==> src/rtl/store_rmw_unit.sv <==
// Store narrowing unit for a word-only data memory: word stores write directly,
// byte/halfword stores go through a read-modify-write of the containing word.
module store_rmw_unit #(
    parameter int unsigned ADDR_W = 32
) (
    input  logic              clk,
    input  logic              rst_n,
    input  logic              req_valid,
    output logic              req_ready,
    input  logic [ADDR_W-1:0] req_addr,
    input  logic [31:0]       req_wdata,
    input  logic [1:0]        req_size,
    output logic              done,
    output logic              err,
    output logic [ADDR_W-3:0] mem_addr,
    output logic              mem_re,
    input  logic [31:0]       mem_rdata,
    output logic              mem_we,
    output logic [31:0]       mem_wdata
);

    localparam int unsigned DATA_W = 32;
    localparam int unsigned HALF_W = 16;

    localparam logic [1:0] SIZE_BYTE = 2'b00;
    localparam logic [1:0] SIZE_HALF = 2'b01;
    localparam logic [1:0] SIZE_WORD = 2'b10;
    localparam logic [1:0] SIZE_BAD  = 2'b11;

    typedef enum logic [2:0] {
        IDLE,
        READ,
        MERGE,
        WRITE,
        ERR
    } state_t;

    state_t              state;
    logic [HALF_W-1:0]   lat_wdata;
    logic                lat_half;
    logic [1:0]          lat_lane;
    logic                req_bad_c;
    logic [DATA_W-1:0]   merged_c;

    // Illegal size or address not naturally aligned to the access size
    always_comb begin
        req_bad_c = 1'b0;
        if (req_size == SIZE_BAD)
            req_bad_c = 1'b1;
        else if (req_size == SIZE_HALF && req_addr[0])
            req_bad_c = 1'b1;
        else if (req_size == SIZE_WORD && req_addr[1:0] != 2'b00)
            req_bad_c = 1'b1;
    end

    // Little-endian lane replacement over the word just read back
    always_comb begin
        merged_c = mem_rdata;
        if (lat_half)
            merged_c[{lat_lane[1], 4'b0000} +: HALF_W] = lat_wdata;
        else
            merged_c[{lat_lane, 3'b000} +: 8] = lat_wdata[7:0];
    end

    always_ff @(posedge clk or negedge rst_n) begin
        if (!rst_n) begin
            state     <= IDLE;
            req_ready <= 1'b1;
            mem_re    <= 1'b0;
            mem_we    <= 1'b0;
            done      <= 1'b0;
            err       <= 1'b0;
            mem_addr  <= '0;
            mem_wdata <= '0;
            lat_wdata <= '0;
            lat_half  <= 1'b0;
            lat_lane  <= 2'b00;
        end else begin
            case (state)
                IDLE: begin
                    if (req_valid) begin
                        lat_wdata <= req_wdata[HALF_W-1:0];
                        lat_half  <= (req_size == SIZE_HALF);
                        lat_lane  <= req_addr[1:0];
                        req_ready <= 1'b0;
                        if (req_bad_c) begin
                            state <= ERR;
                            err   <= 1'b1;
                        end else begin
                            mem_addr <= req_addr[ADDR_W-1:2];
                            if (req_size == SIZE_WORD) begin
                                state     <= WRITE;
                                mem_wdata <= req_wdata;
                                mem_we    <= 1'b1;
                                done      <= 1'b1;
                            end else begin
                                state  <= READ;
                                mem_re <= 1'b1;
                            end
                        end
                    end
                end
                READ: begin
                    state  <= MERGE;
                    mem_re <= 1'b0;
                end
                MERGE: begin
                    state     <= WRITE;
                    mem_wdata <= merged_c;
                    mem_we    <= 1'b1;
                    done      <= 1'b1;
                end
                WRITE: begin
                    state     <= IDLE;
                    mem_we    <= 1'b0;
                    done      <= 1'b0;
                    req_ready <= 1'b1;
                end
                ERR: begin
                    state     <= IDLE;
                    err       <= 1'b0;
                    req_ready <= 1'b1;
                end
                default: begin
                    state     <= IDLE;
                    mem_re    <= 1'b0;
                    mem_we    <= 1'b0;
                    done      <= 1'b0;
                    err       <= 1'b0;
                    req_ready <= 1'b1;
                end
            endcase
        end
    end

    // SIZE_BYTE is implied by the non-half, non-word path
    logic unused_c;
    assign unused_c = (SIZE_BYTE != 2'b00);

endmodule

==> config.mk <==
export PLATFORM = sky130hd
export DESIGN_NAME = store_rmw_unit
export DESIGN_NICKNAME = d
export VERILOG_FILES = /design/src/rtl/store_rmw_unit.sv
export SDC_FILE = /design/constraint.sdc
export NUM_CORES = 1
export LEC_CHECK = 0
export CAP_MARGIN = 20
export CORE_UTILIZATION = 46
export CTS_CLUSTER_DIAMETER = 30
export CTS_CLUSTER_SIZE = 14
export DETAILED_ROUTE_END_ITERATION = 12
export GPL_TIMING_DRIVEN = 0
export PLACE_DENSITY = 0.81
export SYNTH_ARGS = -nofsm -noshare
export SYNTH_HDL_FRONTEND = slang
export SYNTH_SLANG_ARGS = --single-unit
==> constraint.sdc <==
create_clock -name clk -period 3.2 [get_ports clk]
set_input_delay 0.32 -clock clk [delete_from_list [all_inputs] [get_ports clk]]
set_output_delay 0.32 -clock clk [all_outputs]
set_load 0.03 [all_outputs]
==> reports/qor.tcl <==
set qor(netlist_area_um2) 4830
set qor(fp.coreArea_um2) 10200
set qor(final_net_count) 734
set qor(timing.clock.skew_ns) 0.0167
set qor(timing.slew.headroom_pct) 45.1
set qor(worstPathCellList) {buf_2 -> buf_2 -> inv_1 -> ha_1 -> nor3b_2 -> and4_1 -> clkbuf_2 -> a2111oi_0 -> o21ai_0}
set qor(layout.filler_cells) 787
set qor(cap_violations) 0
set qor(grt_first_pass_wirelength_um) 22400
set qor(residual_drc) 0
set qor(postSynthCellCount) 448
set qor(startpoint_type) {flip-flop}
set qor(dr_total_vias) 4420
set qor(critical_path.top_delay_family) {compound AO/OA/AOI/OAI gates}
set qor(finalWorstPathRequiredPeriod_ns) 2.97
set qor(post_cts.resized_instances) 0
set qor(timing_worst_setup_path_type) {reg -> reg}
set qor(path_common_cell) {sky130_fd_sc_hd__buf_2}
set qor(critical_path.slowest_cell) {sky130_fd_sc_hd__a2111oi_0}
set qor(tritoncts) {yes}
set qor(worstPathRequired_ns) 3.43
set qor(buffers_added_on_ports) 167
set qor(die_height_um) 104
set qor(globalRoute.totalOverflow) 0
set qor(place_area_um2) 6690
set qor(cpPeakStageDelay_ns) 0.68
set qor(globalRouteTotalUtil_pct) 26.2
set qor(detail_route.wl_per_cell_um) 18.2
set qor(final_common_cell) {sky130_fd_sc_hd__clkdlybuf4s50_1}
set qor(hpwlAfterDp_um) 10500
set qor(final_layout_size_suffix_gt1_share_pct) 9.95
set qor(fin_area_um2) 6940
set qor(yosys_warning_count) 0
set qor(power.density_nw_per_um2) 1040
set qor(design.die.area_um2) 10900
set qor(initial_antenna_violation_count) 0
set qor(ff_latch_area_um2) 2200
set qor(reg_to_reg_startpoint) {lat_lane[1]}
set qor(place_congestion) 0.882
set qor(cts-buffers-inserted) 9
set qor(report.final.slew_viol_count) 0
set qor(timing.critical_path.to_type) {flip-flop}
set qor(postSynthRegisterBits) 88
set qor(worst-r2r-cell-count) 9
set qor(row_count) 37
set qor(total_power_w) 0.00723
set qor(grt_pass1_vias) 4263
set qor(post-route-period-util_pct) 92.8
set qor(die_width_um) 104
set qor(multi_input_gate_area_in_the_final_layout_um2) 2340
set qor(synth.distinct_cells) 44
set qor(setup_viol_count_final) 0
set qor(sum_of_routed_wire_length_over_all_layers_um) 14000
set qor(start_util_pct) 47.2
set qor(worstMarginPinSlew_ns) 0.819
set qor(clk_lat_worst_skew_ns) 0.36
set qor(drtAntennaViolNets) 0
set qor(critPathMaxFanout) 10
set qor(regToRegEndpoint) {mem_wdata[20]}
set qor(clock_transition_at_the_register_clock_pins_on_the_worst_setup_and_hold_paths_after_cts_ns) 0.09
set qor(internal_reg_to_reg_setup_slack_ns) 0.23
set qor(avgViaCountPerCell) 5.75
set qor(final_number_of_hold_violating_endpoints) 0
set qor(maximum_number_of_pins_on_one_net_before_global_route_repair) 50
set qor(layout-area-overhead-vs-synth_pct) 43.7
set qor(worst_ir_drop_vdd_mv) 0.449
set qor(cts_buffer_depth) 2
set qor(timing.hold.ws_ns) 0.481
set qor(outcome) {complete, no violations}
set qor(worstHoldPathType) {in -> async}
set qor(avgSynthCellArea_um2) 10.8
set qor(i_o_pin_cnt) 168
set qor(cts_sinks) 88
set qor(critPathArrivalTime_ns) 3.20
set qor(fmaxAchievable_ghz) 0.337
set qor(power.static_leakage_nw) 2.83
set qor(ctsRootBufferMaster) {sky130_fd_sc_hd__clkbuf_8}
set qor(detail_route.iter0.violations) 392
set qor(cts_max_level) 3
set qor(grt_setup_unrepaired) {false}
set qor(drt_first_pass_iters) 5
set qor(antenna_cells) 0
set qor(synth-seq-area-share_pct) 45.6
set qor(buffers_plus_inverters_on_the_worst_setup_path) 4
set qor(synth_nets) 554
set qor(layout_common_cells) {sky130_fd_sc_hd__clkdlybuf4s50_1 (166), sky130_fd_sc_hd__dfrtp_1 (87), sky130_fd_sc_hd__o21ai_0 (35)}
layer usage:
metal / vias up / track usage (%) / wire [um]
met1: 2105 / 33.8 / 5920
li1: 2021 / - / -
met2: 259 / 43.6 / 6610
met5: - / 0 / 0
met3: 35 / 4.39 / 1120
met4: 0 / 10.7 / 365
Yosys cell counts (all sizes together):
cell type | count | share of area (%)
and2 | 1 | 0.16
o22ai | 1 | 0.13
mux2i | 32 | 6.6
and4 | 9 | 1.6
nor2 | 22 | 1.7
nand2 | 23 | 1.8
a311oi | 10 | 1.8
nor3 | 2 | 0.44
dfstp | 1 | 0.54
nor4bb | 1 | 0.21
o31a | 1 | 0.18
o21bai | 1 | 0.16
o21ai | 37 | 3.8
mux2 | 46 | 11
nand2b | 9 | 1.2
dfrtp | 87 | 45
a31o | 1 | 0.18
nand3b | 2 | 0.31
nor2b | 19 | 2.5
nor3b | 10 | 1.9
clkbuf | 13 | 1.0
and3b | 1 | 0.18
a211oi | 17 | 2.6
inv | 21 | 1.6
o311ai | 8 | 1.5
o21a | 1 | 0.16
nor4 | 1 | 0.13
o22a | 16 | 2.9
a21oi | 2 | 0.21
a2111oi | 8 | 1.5
buf | 23 | 3.2
a31oi | 9 | 1.2
ha | 5 | 1.3
a221oi | 8 | 1.5
metrics by stage:
stage	util (%)	setup slack (ns)	cells	setup TNS (ns)
global placement	65.2	-1.30	751	-113.19
detailed placement	65.4	0.352	752	0
CTS	67.8	0.321	769	0
finish	67.8	0.229	769	0
floorplan	-	0.910	448	0
global route	67.8	0.0764	769	0
what timing repair did:
action,CTS,global route
hold buffers,1,0
endpoints found under the hold margin,38,0
buffers inserted,0,0
endpoints found under the setup margin,0,0
sequential cells by signal, summed over array words and instances, names as in the netlist:
signal	count
mem_wdata	32
mem_addr	30
lat_wdata	16
state	3
lat_lane	2
err	1
lat_half	1
mem_re	1
mem_we	1
req_ready	1
final cells by class:
type	instances	share of cell area (%)
Multi-Input combinational cell	303	33.7
Sequential cell	88	31.8
Timing Repair Buffer	169	24.6
Buffer	36	2.96
Tap cell	136	2.45
Clock buffer	12	2.24
Inverter	21	1.14
Clock inverter	4	1.10
logic make-up (layout without fill, tap and decap cells):
family / after synthesis / after routing / synth area share, %
adder cells (fa/ha/maj): 5 / 5 / 1.30
AND/OR/NAND/NOR: 100 / 100 / 12.1
multiplexers: 78 / 78 / 17.4
flip-flops: 88 / 88 / 45.6
AO/OA/AOI/OAI: 120 / 120 / 17.7
buffers and inverters: 57 / 242 / 5.88
where the power goes:
part	internal [W]	total, W	switching (W)	leakage (nW)
logic	0.00185	0.00423	0.00238	1.67
registers	0.00169	0.00213	0.000442	1.04
clock network	0.000484	0.000871	0.000387	0.113
worst max-delay path by stage:
stage	startpoint	end	slack, ns	depth (start not counted)
2_1_floorplan	lat_lane[1]	mem_wdata[17]	0.91	9
3_3_place_gp	rst_n	mem_addr[20]	-1.30	1
3_5_place_dp	lat_lane[1]	mem_wdata[21]	0.35	9
4_1_cts	lat_lane[1]	mem_wdata[21]	0.32	9
5_1_grt	lat_lane[1]	mem_wdata[20]	0.08	9
6_report	lat_lane[1]	mem_wdata[20]	0.23	9
Note: power is estimated with default switching activity, not from simulation.
